$ cat src/rtl/demux_dispatch.sv
// rtl/demux_dispatch.sv - credit-gated FIFO feeder issuing registered din/sel to a 1-to-4 demux
module demux_dispatch #(
  parameter int DEPTH       = 4,
  parameter int CREDIT_INIT = 2
) (
  input  logic                     clk,
  input  logic                     rst_n,
  input  logic                     in_valid,
  output logic                     in_ready,
  input  logic                     in_din,
  input  logic [1:0]               in_sel,
  output logic                     out_valid,
  output logic                     out_din,
  output logic [1:0]               out_sel,
  input  logic [3:0]               credit_ret,
  output logic [$clog2(DEPTH):0]   count,
  output logic                     credit_err
);

  localparam int AW = $clog2(DEPTH);
  localparam logic [AW:0]   FULL  = DEPTH[AW:0];
  localparam logic [AW:0]   C_ONE = 1;
  localparam logic [AW-1:0] P_ONE = 1;
  localparam logic [2:0]    CINIT = CREDIT_INIT[2:0];

  // Each entry packs {sel, din}
  logic [2:0]    r_mem [DEPTH];
  logic [AW-1:0] r_wptr;
  logic [AW-1:0] r_rptr;
  logic [AW:0]   r_count;
  logic [2:0]    r_credit [4];
  logic          r_credit_err;
  logic          r_out_valid;
  logic          r_out_din;
  logic [1:0]    r_out_sel;

  logic          w_push;
  logic          w_pop;
  logic [2:0]    w_head;
  logic [1:0]    w_head_sel;
  logic [3:0]    w_issue;
  logic [3:0]    w_ovf;

  // Handshake and issue decisions come only from registered state, so returns land next cycle
  always_comb begin
    w_head     = r_mem[r_rptr];
    w_head_sel = w_head[2:1];
    w_push     = in_valid && (r_count < FULL);
    w_pop      = (r_count != '0) && (r_credit[w_head_sel] != 3'd0);
    w_issue    = w_pop ? (4'd1 << w_head_sel) : 4'd0;
    for (int i = 0; i < 4; i++) begin
      w_ovf[i] = credit_ret[i] && !w_issue[i] && (r_credit[i] == CINIT);
    end
  end

  // FIFO storage and pointers; a full FIFO refuses pushes even when popping
  always_ff @(posedge clk or negedge rst_n) begin
    if (!rst_n) begin
      for (int i = 0; i < DEPTH; i++) r_mem[i] <= 3'd0;
      r_wptr  <= '0;
      r_rptr  <= '0;
      r_count <= '0;
    end else begin
      if (w_push) begin
        r_mem[r_wptr] <= {in_sel, in_din};
        r_wptr        <= r_wptr + P_ONE;
      end
      if (w_pop) r_rptr <= r_rptr + P_ONE;
      case ({w_push, w_pop})
        2'b10:   r_count <= r_count + C_ONE;
        2'b01:   r_count <= r_count - C_ONE;
        default: r_count <= r_count;
      endcase
    end
  end

  // Per-channel credits: +return -issue, saturating at the initial value
  always_ff @(posedge clk or negedge rst_n) begin
    if (!rst_n) begin
      for (int i = 0; i < 4; i++) r_credit[i] <= CINIT;
      r_credit_err <= 1'b0;
    end else begin
      for (int i = 0; i < 4; i++) begin
        if (credit_ret[i] && !w_issue[i]) begin
          if (r_credit[i] != CINIT) r_credit[i] <= r_credit[i] + 3'd1;
        end else if (!credit_ret[i] && w_issue[i]) begin
          r_credit[i] <= r_credit[i] - 3'd1;
        end
      end
      r_credit_err <= r_credit_err | (|w_ovf);
    end
  end

  // Registered demux drive: din forced low when idle, sel holds its last issued value
  always_ff @(posedge clk or negedge rst_n) begin
    if (!rst_n) begin
      r_out_valid <= 1'b0;
      r_out_din   <= 1'b0;
      r_out_sel   <= 2'b00;
    end else begin
      r_out_valid <= w_pop;
      r_out_din   <= w_pop ? w_head[0] : 1'b0;
      if (w_pop) r_out_sel <= w_head_sel;
    end
  end

  assign in_ready   = (r_count < FULL);
  assign count      = r_count;
  assign credit_err = r_credit_err;
  assign out_valid  = r_out_valid;
  assign out_din    = r_out_din;
  assign out_sel    = r_out_sel;

endmodule

$ cat config.mk
export PLATFORM = sky130hd
export DESIGN_NAME = demux_dispatch
export DESIGN_NICKNAME = d
export VERILOG_FILES = /design/src/rtl/demux_dispatch.sv
export SDC_FILE = /design/constraint.sdc
export NUM_CORES = 1
export LEC_CHECK = 0
export CELL_PAD_IN_SITES_DETAIL_PLACEMENT = 0
export CELL_PAD_IN_SITES_GLOBAL_PLACEMENT = 1
export CORE_MARGIN = 3
export CORE_UTILIZATION = 41
export DETAILED_ROUTE_END_ITERATION = 12
export MAX_ROUTING_LAYER = met4
export PLACE_DENSITY_LB_ADDON = 0.3
export RECOVER_POWER = 100
export SLEW_MARGIN = 30
export SYNTH_ARGS = -nofsm -noshare
export SYNTH_HDL_FRONTEND = slang
export SYNTH_SLANG_ARGS = --single-unit
$ cat constraint.sdc
create_clock -name clk -period 3 [get_ports clk]
set_input_delay 0.45 -clock clk [delete_from_list [all_inputs] [get_ports clk]]
set_output_delay 0.45 -clock clk [all_outputs]
set_load 0.01 [all_outputs]
==> run metrics, run 1 <==
run status=finished, violations left; failing checks=max-capacitance violations, max-slew violations; Num CTS Buffers=5; worst r2r src=r_rptr[0]; worst setup path startpoint=r_rptr[0]; most frequent cells in the layout=dfrtp_1, nand2_1, nor2_1; Power, Total=3.59 mW; Req. time, crit path=3.22 ns; Relative slew margins=-0.302; clk_skew=0.0112 ns; reg-to-reg slack, setup=0.17 ns; Synthesized Nets=262; Starting Density=0.427; cell taking the most area after synthesis=dfrtp_1; Final Setup Violations=0; Final Hold Viols=0; Placed Area=2680 um^2; pwr dens=1300 nW/um^2; share of the synthesized area in the top cell type=0.338; Critical Path Start Type=register; CTS root buf=clkbuf_8; Die Ht=82.0 um; Post-Route WL=approximately 4700 um; Hold Startpoint=out_sel[1]; Design Area, Final=2760 um^2; class of the worst hold path=reg -> reg; CTS max path bufs=2; Placed Instances=334; Post-synth EDFFs=0; share of layout cells above drive strength 1=0.148; die width=82.0 um; Initial DRC Count=46; drt first pass iters=4; die area=slightly below 7000 um^2; DP HPWL=3560 um; fin crit share=0.944; #FFs+latches synth=36; Worst Setup End Kind=register; Pins Over Slew Limit=37; gp weighted congestion=roughly 0.8; fin crit period=2.83 ns; total track usage=0.160; Via Count=roughly 1800; yosys warns=0; vias in the first global route=approximately 1800; Final nets=between 200 and 300; routed wire length per instance=13.7 um; Gate Count Post-Synth=242; initial antenna violation count=0; TritonCTS clock tree=yes; Setup WS post-layout=0.168 ns; global-route wire length before repair=8090 um; H-tree depth=2; leak pwr=about 1.2 nW; Synth Area per Inst=9.78 um^2; Core Rows=27; peak supply drop=just over 0.0006 V; final non-filler cell total=342; async set-reset flop share out of synthesis=1.00; worst slack at placement=between 0.15 and 0.2 ns; Area Growth Syn to Fin=16.6%; upper clock frequency limit=353 MHz; worst setup path class=reg -> reg; clk sinks=36; setup TNS=0 ns; ant diodes=0; Clock Latency Late Sink=~0.29 ns; Antenna Nets Post-Route=0; Synth area leaders=dfrtp_1, mux2_2, dfstp_2, fa_1, nand2_1; Top Ports=19; largest net degree at the start of global routing=37; Netlist cell types=52; commonest non-fill, non-tap cell in the layout=dfrtp_1; critical path fanouts, max=8; clock-pin slew on the worst setup and hold paths=0.08 ns; grt total ovfl=0; # Max-Cap Violations=1; crit path DAT=3.06 ns; core area=5540 um^2; DRC=0; Post-synth top flop=dfrtp_1; RSZ-0062 raised after global routing=no; vias per cell=~5.4; cts hold-fix bufs=0; Port Buffers=18; post-synthesis sequential area ratio=0.383; Worst Max-Slew Pin Slew=between 1.5 and 2 ns; synthesized cell area=2370 um^2
## cell usage after synthesis, types with 2 or more instances
master     instances
dfrtp_1           32
nand2_1           22
nor2_1            20
inv_1             15
o21ai_0           15
mux2_2            14
a21oi_1           13
nor3_1            10
clkbuf_1           7
mux2i_1            6
xnor2_1            6
fa_1               5
ha_1               5
nand3_1            5
o21a_1             5
or2_2              5
xor2_1             5
dfstp_2            4
or3_1              4
a211o_1            3
mux4_1             3
a32o_1             2
buf_2              2
nor2b_1            2
nor4_1             2
o2111ai_1          2
o2bb2ai_1          2
o32ai_1            2
## layer usage
metal	up-vias	GRT usage	wire length, um
met4	0	0.0581	68
met2	12	0.245	2300
li1	935	-	-
met5	-	-	0
met1	881	0.208	2200
met3	6	0.0373	109
## registers in the layout, indices dropped and copies added (netlist names)
name	cells
count	3
credit_err	1
out_din	1
out_sel	2
out_valid	1
r_credit	12
r_mem	12
r_rptr	2
r_wptr	2
## stage by stage
step           hold slack [ns]   util
2_1_floorplan            0.154      -
3_3_place_gp             0.484  0.483
3_5_place_dp             0.491  0.483
4_1_cts                  0.264  0.502
5_1_grt                  0.524  0.498
6_report                 0.504  0.498
## where the power goes
part | switching (mW) | internal, mW
combinational | 1.01 | 1.06
clock | 0.175 | 0.247
sequential | 0.323 | 0.778
total | 1.51 | 2.08
## worst paths after layout
path | end | cells past startpoint
max | r_credit[7] | 7
min | out_sel[1] | 1
max reg2reg | r_credit[7] | 7
min reg2reg | out_sel[1] | 1
max in group asynchronous | r_rptr[0] | 1
min in group asynchronous | r_credit[9] | 1
## critical path: stages (launching register included)
cell     delay (ns)
dfrtp_2        0.44
mux4_2         0.52
or4b_1         0.61
and2_0         0.25
inv_1          0.12
fa_1           0.45
o32ai_1        0.29
nor2_1         0.08
## layout make-up
| cell class | instances | area (um^2) |
|---|---|---|
| multi-input cells | 181 | 1350 |
| clock buffers | 6 | 72.6 |
| inverters | 15 | 56.3 |
| flip-flops and latches | 36 | 907 |
| clock inverters | 2 | 35.0 |
| well taps | 72 | 90.1 |
| repair buffers | 30 | 249 |
| fillers | 536 | 2780 |
## timing repair
action,CTS,global route
resized for setup,0,1
endpoints found under the setup margin,0,1
endpoints found under the hold margin,0,0
buffers inserted,0,0
## logic make-up (layout without fill, tap and decap cells)
group | Yosys count | in the layout | share of synthesized area
simple gates | 79 | 79 | 0.165
compound gates | 57 | 57 | 0.164
flops | 36 | 36 | 0.383
buf+inv | 25 | 53 | 0.0439
mux | 24 | 24 | 0.135
xor+xnor | 11 | 11 | 0.0407
fa+ha+maj | 10 | 10 | 0.0687
No activity file was read; power rests on OpenSTA's default activity.
==> inputs of run 2 (changes only) <==
--- a/config.mk
+++ b/config.mk
@@ -7,7 +7,7 @@
 export LEC_CHECK = 0
 export CELL_PAD_IN_SITES_DETAIL_PLACEMENT = 0
 export CELL_PAD_IN_SITES_GLOBAL_PLACEMENT = 1
-export CORE_MARGIN = 3
+export CORE_MARGIN = 1
 export CORE_UTILIZATION = 41
 export DETAILED_ROUTE_END_ITERATION = 12
 export MAX_ROUTING_LAYER = met4
==> run metrics, run 2 (same netlist as run 1, synthesis figures left out) <==
initial antenna violation count=0 (unchanged); Starting Density=0.427 (unchanged); Via Count=1853 (+1.0%); final non-filler cell total=342 (unchanged); TritonCTS clock tree=yes; Port Buffers=18 (unchanged); clock-pin slew on the worst setup and hold paths=0.08 ns (about the same); most frequent cells in the layout=dfrtp_1, nand2_1, nor2_1; Area Growth Syn to Fin=17.1%; Relative slew margins=-0.307 (-0.00497); reg-to-reg slack, setup=0.26 ns (+0.09 ns); Core Rows=27 (unchanged); worst slack at placement=0.191 ns (+0.0308 ns); Initial DRC Count=79 (+72%); vias in the first global route=1852 (+4.1%); upper clock frequency limit=365 MHz (+3.3%); global-route wire length before repair=8580 um (+6.0%); Placed Instances=334 (unchanged); peak supply drop=0.000487 V (-21%); Pins Over Slew Limit=37 (unchanged); total track usage=0.187 (+0.0263); die area=6080 um^2 (-9.5%); # Max-Cap Violations=1 (unchanged); Clock Latency Late Sink=0.30 ns (about the same); setup TNS=0 ns (unchanged); crit path DAT=2.97 ns (-0.09 ns); critical path fanouts, max=8 (unchanged); DRC=0 (unchanged); Num CTS Buffers=5 (unchanged); Worst Max-Slew Pin Slew=1.96 ns (+0.00745 ns); vias per cell=5.42 (+1.0%); Post-Route WL=4780 um (+1.9%); Filler cells=559 (+4.3%); Die Ht=78.0 um (-4.9%); Worst Setup End Kind=register; DP HPWL=3500 um (-1.6%); Antenna Nets Post-Route=0 (unchanged); class of the worst hold path=reg -> reg; CTS max path bufs=2 (unchanged); grt total ovfl=0 (unchanged); Req. time, crit path=3.22 ns (about the same); Setup WS post-layout=0.258 ns (+0.0903 ns); Final Hold Viols=0 (unchanged); CTS root buf=clkbuf_8; clk_skew=0.00841 ns (-0.00275 ns); Final nets=289 (unchanged); pwr dens=1310 nW/um^2 (+0.70%); post-CTS setup buffers=0 (unchanged); Top Ports=19 (unchanged); run status=finished, violations left; commonest non-fill, non-tap cell in the layout=dfrtp_1; die width=78.0 um (-4.9%); share of layout cells above drive strength 1=0.159 (+0.0111); Critical Path Start Type=register; clk sinks=36 (unchanged); core area=5540 um^2 (unchanged); routed wire length per instance=14.0 um (+1.9%); Final Setup Violations=0 (unchanged); leak pwr=1.16 nW (+0.37%); H-tree depth=2 (unchanged); failing checks=max-capacitance violations, max-slew violations; fin crit share=0.914 (-0.0301); RSZ-0062 raised after global routing=no; worst setup path class=reg -> reg; drt first pass iters=4 (unchanged); largest net degree at the start of global routing=37 (unchanged); gp weighted congestion=0.851 (+6.1%); ant diodes=0 (unchanged); fin crit period=2.74 ns (-0.0903 ns)
[run 2: worst paths after layout]
| kind | cells past startpoint | end | startpoint |
|---|---|---|---|
| min in group asynchronous | 1 | r_credit[9] | rst_n |
| min | 1 | out_sel[1] | out_sel[1] |
| min reg2reg | 1 | out_sel[1] | out_sel[1] |
| max reg2reg | 10 | count[2] | r_rptr[0] |
| max | 10 | count[2] | r_rptr[0] |
| max in group asynchronous | 1 | r_rptr[0] | rst_n |
[run 2: cell type report]
type	count	area, um^2	share of cell area
clock inverters	3	42.5	0.0153
repair buffers	30	249	0.0898
inverters	15	56.3	0.0203
well taps	72	90.1	0.0325
multi-input cells	181	1360	0.490
clock buffers	5	68.8	0.0248
flip-flops and latches	36	907	0.327
[run 2: critical path, stage by stage (launching register included)]
cell and delay [ns]:
dfrtp_2 0.44, mux4_1 0.67, mux2i_1 0.18, nand2_1 0.08
o21ai_0 0.25, ha_1 0.24, inv_1 0.06, fa_1 0.37
xor2_1 0.15, nor2_1 0.11, xnor2_1 0.12
[run 2: routing by layer]
layer	global-route usage	vias up	wire [um]
met5	-	-	0
met4	0.0759	0	82
met3	0.0365	8	109
met2	0.298	14	2360
met1	0.233	902	2220
li1	-	929	-
[run 2: power by group]
group | switching, mW | leakage, nW | internal (mW) | total (mW)
combinational | 1.02 | 0.685 | 1.07 | 2.09
sequential | 0.330 | 0.422 | 0.778 | 1.11
clock | 0.187 | 0.0541 | 0.246 | 0.432
[run 2: metrics by stage]
stage	utilization	power, mW	instance area [um^2]	hold slack (ns)
global placement	0.483	3.25	2680	0.482
detailed placement	0.483	3.28	2680	0.507
global route	0.500	4.00	2770	0.539
CTS	0.503	3.74	2790	0.264
floorplan	-	2.68	2370	0.154
finish	0.500	3.63	2770	0.509
[run 2: repair_timing]
item / 4_1_cts / 5_1_grt
setup endpoints to repair: 0 / 1
resized for setup: 0 / 1
hold buffers: 0 / 0
